[src/rtl/rx_detect_sequencer_if.sv]
// Receiver-detect bundle between the detect sequencer and the analog PHY / LTSSM.
interface rx_detect_sequencer_if #(
  parameter int unsigned NUM_LANES = 1
) ();
  logic                 enable;
  logic [NUM_LANES-1:0] rx_elec_idle_exit;
  logic                 det_req;
  logic                 det_ack;
  logic [NUM_LANES-1:0] det_result;
  logic [NUM_LANES-1:0] lane_detect;
  logic                 detect_valid;
  logic                 det_timeout;

  modport master (
    input  enable, rx_elec_idle_exit, det_ack, det_result,
    output det_req, lane_detect, detect_valid, det_timeout
  );

  modport slave (
    output enable, rx_elec_idle_exit, det_ack, det_result,
    input  det_req, lane_detect, detect_valid, det_timeout
  );
endinterface

[src/rtl/rx_detect_sequencer.sv]
// Detect.Quiet / Detect.Active sequencer: quiet timer, PHY receiver-detect handshake
// and the two-pass partial-detect rule producing the per-lane detected-load vector.
module rx_detect_sequencer #(
  parameter int unsigned NUM_LANES    = 1,
  parameter int unsigned QUIET_CYCLES = 12000,
  parameter int unsigned ACK_TIMEOUT  = 256
) (
  input  logic                   clk,
  input  logic                   rst,
  rx_detect_sequencer_if.master  bus
);

  localparam int unsigned CntMax = (QUIET_CYCLES > ACK_TIMEOUT) ? QUIET_CYCLES : ACK_TIMEOUT;
  localparam int unsigned CntW   = $clog2(CntMax + 1);

  localparam logic [CntW-1:0] QuietLast = CntW'(QUIET_CYCLES - 1);
  localparam logic [CntW-1:0] AckLast   = CntW'(ACK_TIMEOUT - 1);

  localparam logic [2:0] StIdle   = 3'd0;
  localparam logic [2:0] StQuiet  = 3'd1;
  localparam logic [2:0] StActive = 3'd2;
  localparam logic [2:0] StAckLow = 3'd3;
  localparam logic [2:0] StRetry  = 3'd4;
  localparam logic [2:0] StDone   = 3'd5;

  logic [2:0]           state_q, state_d;
  logic [CntW-1:0]      cnt_q, cnt_d;
  logic                 pass_q, pass_d;
  logic [NUM_LANES-1:0] first_q, first_d;
  logic [NUM_LANES-1:0] res_q, res_d;
  logic                 det_req_q, det_req_d;
  logic [NUM_LANES-1:0] lane_q, lane_d;
  logic                 valid_q, valid_d;
  logic                 tmo_q, tmo_d;
  logic [NUM_LANES-1:0] final_res;

  // Second pass keeps only lanes that detected a load on both attempts.
  assign final_res = pass_q ? (first_q & res_q) : res_q;

  always_comb begin
    state_d   = state_q;
    cnt_d     = cnt_q;
    pass_d    = pass_q;
    first_d   = first_q;
    res_d     = res_q;
    det_req_d = det_req_q;
    lane_d    = lane_q;
    valid_d   = valid_q;
    tmo_d     = 1'b0;

    if (!bus.enable) begin
      state_d   = StIdle;
      cnt_d     = '0;
      pass_d    = 1'b0;
      first_d   = '0;
      res_d     = '0;
      det_req_d = 1'b0;
      lane_d    = '0;
      valid_d   = 1'b0;
    end else begin
      case (state_q)
        StIdle: begin
          state_d = StQuiet;
          cnt_d   = '0;
          pass_d  = 1'b0;
        end
        StQuiet: begin
          // A still-high ack from an earlier request blocks a new one.
          if ((cnt_q == QuietLast || (|bus.rx_elec_idle_exit)) && !bus.det_ack) begin
            state_d   = StActive;
            cnt_d     = '0;
            det_req_d = 1'b1;
          end else if (cnt_q != QuietLast) begin
            cnt_d = cnt_q + 1'b1;
          end
        end
        StActive: begin
          if (bus.det_ack) begin
            res_d     = bus.det_result;
            det_req_d = 1'b0;
            state_d   = StAckLow;
          end else if (cnt_q == AckLast) begin
            det_req_d = 1'b0;
            tmo_d     = 1'b1;
            state_d   = StQuiet;
            cnt_d     = '0;
            pass_d    = 1'b0;
            first_d   = '0;
          end else begin
            cnt_d = cnt_q + 1'b1;
          end
        end
        StAckLow: begin
          if (!bus.det_ack) begin
            if (final_res == '0) begin
              state_d = StQuiet;
              cnt_d   = '0;
              pass_d  = 1'b0;
              first_d = '0;
            end else if (!pass_q && res_q != '1) begin
              first_d = res_q;
              pass_d  = 1'b1;
              state_d = StRetry;
              cnt_d   = '0;
            end else begin
              state_d = StDone;
              lane_d  = final_res;
              valid_d = 1'b1;
            end
          end
        end
        StRetry: begin
          if (cnt_q == QuietLast) begin
            state_d   = StActive;
            cnt_d     = '0;
            det_req_d = 1'b1;
          end else begin
            cnt_d = cnt_q + 1'b1;
          end
        end
        StDone: begin
          state_d = StDone;
        end
        default: begin
          state_d = StIdle;
        end
      endcase
    end
  end

  always_ff @(posedge clk) begin
    if (rst) begin
      state_q   <= StIdle;
      cnt_q     <= '0;
      pass_q    <= 1'b0;
      first_q   <= '0;
      res_q     <= '0;
      det_req_q <= 1'b0;
      lane_q    <= '0;
      valid_q   <= 1'b0;
      tmo_q     <= 1'b0;
    end else begin
      state_q   <= state_d;
      cnt_q     <= cnt_d;
      pass_q    <= pass_d;
      first_q   <= first_d;
      res_q     <= res_d;
      det_req_q <= det_req_d;
      lane_q    <= lane_d;
      valid_q   <= valid_d;
      tmo_q     <= tmo_d;
    end
  end

  assign bus.det_req      = det_req_q;
  assign bus.lane_detect  = lane_q;
  assign bus.detect_valid = valid_q;
  assign bus.det_timeout  = tmo_q;

endmodule
[src/flat_wrapper.sv]
// flat-port wrapper written by rule: the top's interface ports become plain ports
module rx_detect_sequencer_flat 
#(
  parameter int unsigned NUM_LANES    = 1,
  parameter int unsigned QUIET_CYCLES = 12000,
  parameter int unsigned ACK_TIMEOUT  = 256
)
  (clk, rst, bus_enable, bus_rx_elec_idle_exit, bus_det_ack, bus_det_result, bus_det_req, bus_lane_detect, bus_detect_valid, bus_det_timeout);
  rx_detect_sequencer_if #(.NUM_LANES(NUM_LANES)) bus_i ();
  input  logic clk;
  input  logic rst;
  input wire logic [$bits(bus_i.enable)-1:0] bus_enable;
  input wire logic [$bits(bus_i.rx_elec_idle_exit)-1:0] bus_rx_elec_idle_exit;
  input wire logic [$bits(bus_i.det_ack)-1:0] bus_det_ack;
  input wire logic [$bits(bus_i.det_result)-1:0] bus_det_result;
  output wire logic [$bits(bus_i.det_req)-1:0] bus_det_req;
  output wire logic [$bits(bus_i.lane_detect)-1:0] bus_lane_detect;
  output wire logic [$bits(bus_i.detect_valid)-1:0] bus_detect_valid;
  output wire logic [$bits(bus_i.det_timeout)-1:0] bus_det_timeout;
  assign bus_i.enable = bus_enable;
  assign bus_i.rx_elec_idle_exit = bus_rx_elec_idle_exit;
  assign bus_i.det_ack = bus_det_ack;
  assign bus_i.det_result = bus_det_result;
  assign bus_det_req = bus_i.det_req;
  assign bus_lane_detect = bus_i.lane_detect;
  assign bus_detect_valid = bus_i.detect_valid;
  assign bus_det_timeout = bus_i.det_timeout;
  rx_detect_sequencer #(.NUM_LANES(NUM_LANES), .QUIET_CYCLES(QUIET_CYCLES), .ACK_TIMEOUT(ACK_TIMEOUT)) u_core (.clk(clk), .rst(rst), .bus(bus_i));
endmodule
[config.mk]
export PLATFORM = sky130hd
export DESIGN_NAME = rx_detect_sequencer_flat
export DESIGN_NICKNAME = d
export VERILOG_FILES = /design/src/rtl/rx_detect_sequencer_if.sv /design/src/rtl/rx_detect_sequencer.sv /design/src/flat_wrapper.sv
export SDC_FILE = /design/constraint.sdc
export NUM_CORES = 1
export LEC_CHECK = 0
export BUFFER_PORTS_ARGS = -buffer_cell sky130_fd_sc_hd__buf_2
export CORE_MARGIN = 2
export CORE_UTILIZATION = 58
export CTS_CLUSTER_DIAMETER = 100
export DETAILED_ROUTE_END_ITERATION = 10
export GPL_TIMING_DRIVEN = 1
export PLACE_DENSITY = 0.84
export SLEW_MARGIN = 10
export SYNTH_ARGS = -nofsm -noshare
export SYNTH_HDL_FRONTEND = slang
export SYNTH_SLANG_ARGS = --single-unit
export TNS_END_PERCENT = 5
[constraint.sdc]
create_clock -name clk -period 2.67 [get_ports clk]
set_input_delay 0.1335 -clock clk [delete_from_list [all_inputs] [get_ports clk]]
set_output_delay 0.1335 -clock clk [all_outputs]
set_load 0.05 [all_outputs]
== Word level (Yosys, flattened, before mapping) ==
Cells that the tools add are included.
Storage, ports and cells
  flip-flop bits (word level): 23
  output and inout port bits: 4
  logic and storage cells: 83
Cells by class
  add/subtract/negate cells: 1
  eq/ne operators: 16
  mux-type cells: 33
  bitwise logic cells: 6
  reductions and logical operators: 19
Operator list (number)
  $mux W14: 8
  $pmux W14 S5: 1
  $mux W3: 6
  $pmux W3 S6: 1
  $reduce_and A5 Y1: 3
  $add A14 B1 Y14 const B: 1
  $eq A14 B14 Y1 const B: 1
  $eq A14 B8 Y1 const B: 1
  $mux W1: 14
  $ne A14 B14 Y1 const B: 1
  $reduce_and A4 Y1: 3
  $eq A3 B2 Y1 const B: 2
  $eq A3 B3 Y1 const B: 2
  $ne A2 B1 Y1 const B: 3
  $pmux W1 S3: 2
  $reduce_bool A3 Y1: 2
  $not A1 Y1: 5
  $reduce_bool A5 Y1: 1
  $ne A2 B2 Y1 const B: 2
  $reduce_or A4 Y1: 1
  $eq A3 B1 Y1 const B: 1
  $logic_not A3 Y1: 1
  $ne A3 B1 Y1 const B: 1
  $ne A3 B2 Y1 const B: 1
  9 further kinds: 11

== Longest topological paths before layout ==
  word-level depth: 6
  mapped depth: 7

== Worst setup path after synthesis ==
OpenSTA, ideal clock, no wires.
  kind: register to register
  start: register u_core.cnt_q[0]
  end: register u_core.cnt_q[0]
  arrival time: 1.991 ns
  required time: 2.555 ns
  setup slack: 0.564 ns
  stages on the path, launching flop included: 8
  buffers on the path: 1
  clock period less this slack: 2.106 ns
  cells stage by stage: dfxtp_1 ha_1 nand4_4 or4_1 a31o_2 o31ai_4 buf_6 nor2_1
Between the ends
  cells in the longest elaborated chain, start to end: 5
  elaborated cells between the ends (all ways): 14
RTL lines
  from (decl): line rx_detect_sequencer.sv:27  | logic [CntW-1:0] cnt_q, cnt_d;
  from (signal assigned): line rx_detect_sequencer.sv:144  | cnt_q <= cnt_d;
  parallel branches: the longest is 5 deep, another holds $add A14 B1 Y14
Parallel ways; which one is timed is not known. The select of a mux whose other input is x is not followed.
A chain may end at the register's enable or synchronous reset.

== Final worst setup path ==
  start: register u_core.cnt_q[0]
  end: register u_core.cnt_q[3]
Same word-level chain as after synthesis.

==> results by group <==
CTS
  • Skew-Pair Late Insertion Delay: 300 ps
  • Clk pin slew, worst setup/hold paths: 120 ps
  • # hold bufs at CTS: 0
  • Max H-tree Level: 1
  • Root Driver: clkbuf_4
  • Post-CTS Setup Inserts: 0
  • CTS max path bufs: 2
  • CTS Sinks: 23
  • CTS buffer count: 3
  • CTS tree: built
  • Post-cts resize count: 0

Global route
  • Largest net degree at the start of global routing: 15
  • Number of global-route vias before repair: 982
  • Remaining global-route overflow: 0
  • First-pass GRT wire length: 4050 um
  • Initial antenna violation count: 0
  • Total GRT Usage: 21.1%

Route
  • WL/cell: 12.5 um
  • DR DRC count: 0
  • Met3 wire length: 64 um
  • DR iter-0 viols: 25
  • Met1 WL: 1070 um
  • Vias per cell: between 5 and 6
  • Drt first pass iters: 4
  • Post-DRT Antenna Nets: 0
  • Final WL: 2330 um
  • Max layer used: met4
  • Met2 WL: approximately 1100 um
  • Vias: 1065

Power
  • PwrDens: between 400 and 500 mW/mm2
  • Worst VDD drop: ~340 uV
  • Static Leak: between 0.4 and 0.5 nW

Die
  • Std-Cell Rows: 16
  • Starting Density: 62.5%
  • Core area: 0.00198 mm2
  • Full die area: around 0.0025 mm2
  • Chip height: 50.2 um
  • Die W: 50.2 um
  • Boundary Pins: 10

Outcome
  • Status: finished clean

Place
  • Post-DP HPWL: between 1500 and 2000 um
  • Placed cells: 182
  • Gpl congestion: 0.898
  • PortBufs: 9

Finish
  • Number of diodes: 0
  • Fin nets: about 170
  • Most frequent cells in the layout: nor2_1, dfxtp_1, xnor2_1, buf_2
  • Commonest non-fill, non-tap cell in the layout: nor2_1
  • Area growth syn-to-layout: 7.78%
  • Finished Layout Cells: around 190
  • Layout cell share with drive strength beyond 1: around 14%

Yosys
  • Syn Std Cell Area: 0.00124 mm2
  • Post-Syn Instances: 149
  • Synth Flop Type: dfxtp_1
  • Total of warnings raised by yosys: 0
  • Syn_nets: 156
  • Syn Area/Cell: roughly 8.3 um2
  • Yosys reg bits: 23
  • Asr flop ratio synth: 0%
  • Post-synth EDFFs: 0
  • Yosys cell types: 41
  • Register area share after synthesis: between 30 and 40%

Timing
  • RSZ-0062 raised after global routing: no
  • Slew @ Worst Pin: about 550 ps
  • Fin Setup TNS: 0 ps
  • Worst-case clock skew: 2.05 ps
  • Final min period: around 2400 ps
  • Final hold viol count: 0
  • Maximum clock frequency: 422 MHz
  • Tcrit/Tclk final: 88.7%
  • Tightest slew margin relative to the limit: 62.6%
  • # setup viols final: 0
  • Slew Limit Fails: 0

Setup path
  • Crit end category: register
  • Crit Path Class: register to register
  • Critical path peak fanout: 13
  • Critical path startpoint category: register
  • CP Data Required Time: 2850 ps
  • Critical path arrival: 2550 ps

Worst hold path
  • Class of the worst hold path: primary input to register

Flow run
  • Max Cap Viol: 0
[through the flow]
step,hold WS [ps],total power (W),setup slack [ps],util (%),instance area (um2)
2_1_floorplan,277,0.000388,564,-,1240
3_3_place_gp,368,0.000397,350,66.0,1310
3_5_place_dp,385,0.000398,308,66.0,1310
4_1_cts,51.5,0.000556,282,67.4,1340
5_1_grt,83.1,0.000571,136,67.4,1340
6_report,59.8,0.000546,302,67.4,1340
[cells by family (layout without fill, tap and decap cells)]
logic type,count (synthesis),count (layout),share of synthesized area (%)
buffers and inverters,11,21,4.44
multiplexers,2,2,1.62
AND/OR/NAND/NOR,75,75,33.2
XOR/XNOR,12,12,8.48
adder cells (fa/ha/maj),1,1,1.01
flip-flops,23,23,37.2
AO/OA/AOI/OAI,25,25,14.0
[sequential cells by signal, indices dropped and copies added (netlist names)]
register	flops
u_core.bus.det_req	1
u_core.bus.det_timeout	1
u_core.bus.lane_detect	1
u_core.cnt_q	14
u_core.first_q	1
u_core.pass_q	1
u_core.res_q	1
u_core.state_q	3
[where the power goes]
part / switching [W] / internal [W] / leakage [nW]
Clock: 0.0000992 / 0.0000559 / 0.0177
Combinational: 0.0000236 / 0.0000165 / 0.257
Sequential: 0.00000499 / 0.000346 / 0.186
Total: 0.000128 / 0.000418 / 0.461
[worst paths after layout]
path | startpoint | end | slack [ps] | depth (start not counted)
max reg2reg | u_core.cnt_q[0]$_SDFFE_PP0P_ | u_core.cnt_q[3]$_SDFFE_PP0P_ | 300 | 6
max | u_core.cnt_q[0]$_SDFFE_PP0P_ | u_core.cnt_q[3]$_SDFFE_PP0P_ | 300 | 6
min reg2reg | u_core.first_q$_SDFFE_PP0P_ | u_core.first_q$_SDFFE_PP0P_ | 460 | 2
min | bus_det_result | u_core.res_q$_SDFFE_PP0P_ | 60 | 3
[layer usage]
layer	track usage, %	up-vias
met5	0	-
met4	12.5	0
met3	4.17	6
met2	35.5	17
met1	24.6	491
li1	-	551
[cell usage after synthesis, types with 3 or more instances]
cell type	number	area (um2)
o21ai_0	6	30.0
nor3_1	6	30.0
a21oi_1	5	25.0
a211oi_1	4	30.0
clkbuf_1	3	11.3
nor2_1	29	109
nor4_1	5	31.3
nor2b_1	3	18.8
nand3_1	5	25.0
xnor2_1	12	105
inv_1	4	15.0
nand2_1	6	22.5
nand2b_1	5	31.3
dfxtp_1	23	460
[worst max-delay path, cell delays in order, from the launching register on]
cell and delay [ps]:
dfxtp_1 410, ha_1 230, nand4_4 170, or4_1 550
a31o_2 280, o31ai_4 510, nor2_1 110
[layout make-up]
class / count / area (um2)
multi-input combinational: 115 / 723
fill: 174 / 647
sequential: 23 / 460
timing repair buffer: 13 / 75.1
tap: 27 / 33.8
clock buffer: 3 / 22.5
inverter: 4 / 15.0
clock inverter: 1 / 5.00
No activity file was read; power rests on OpenSTA's default activity.
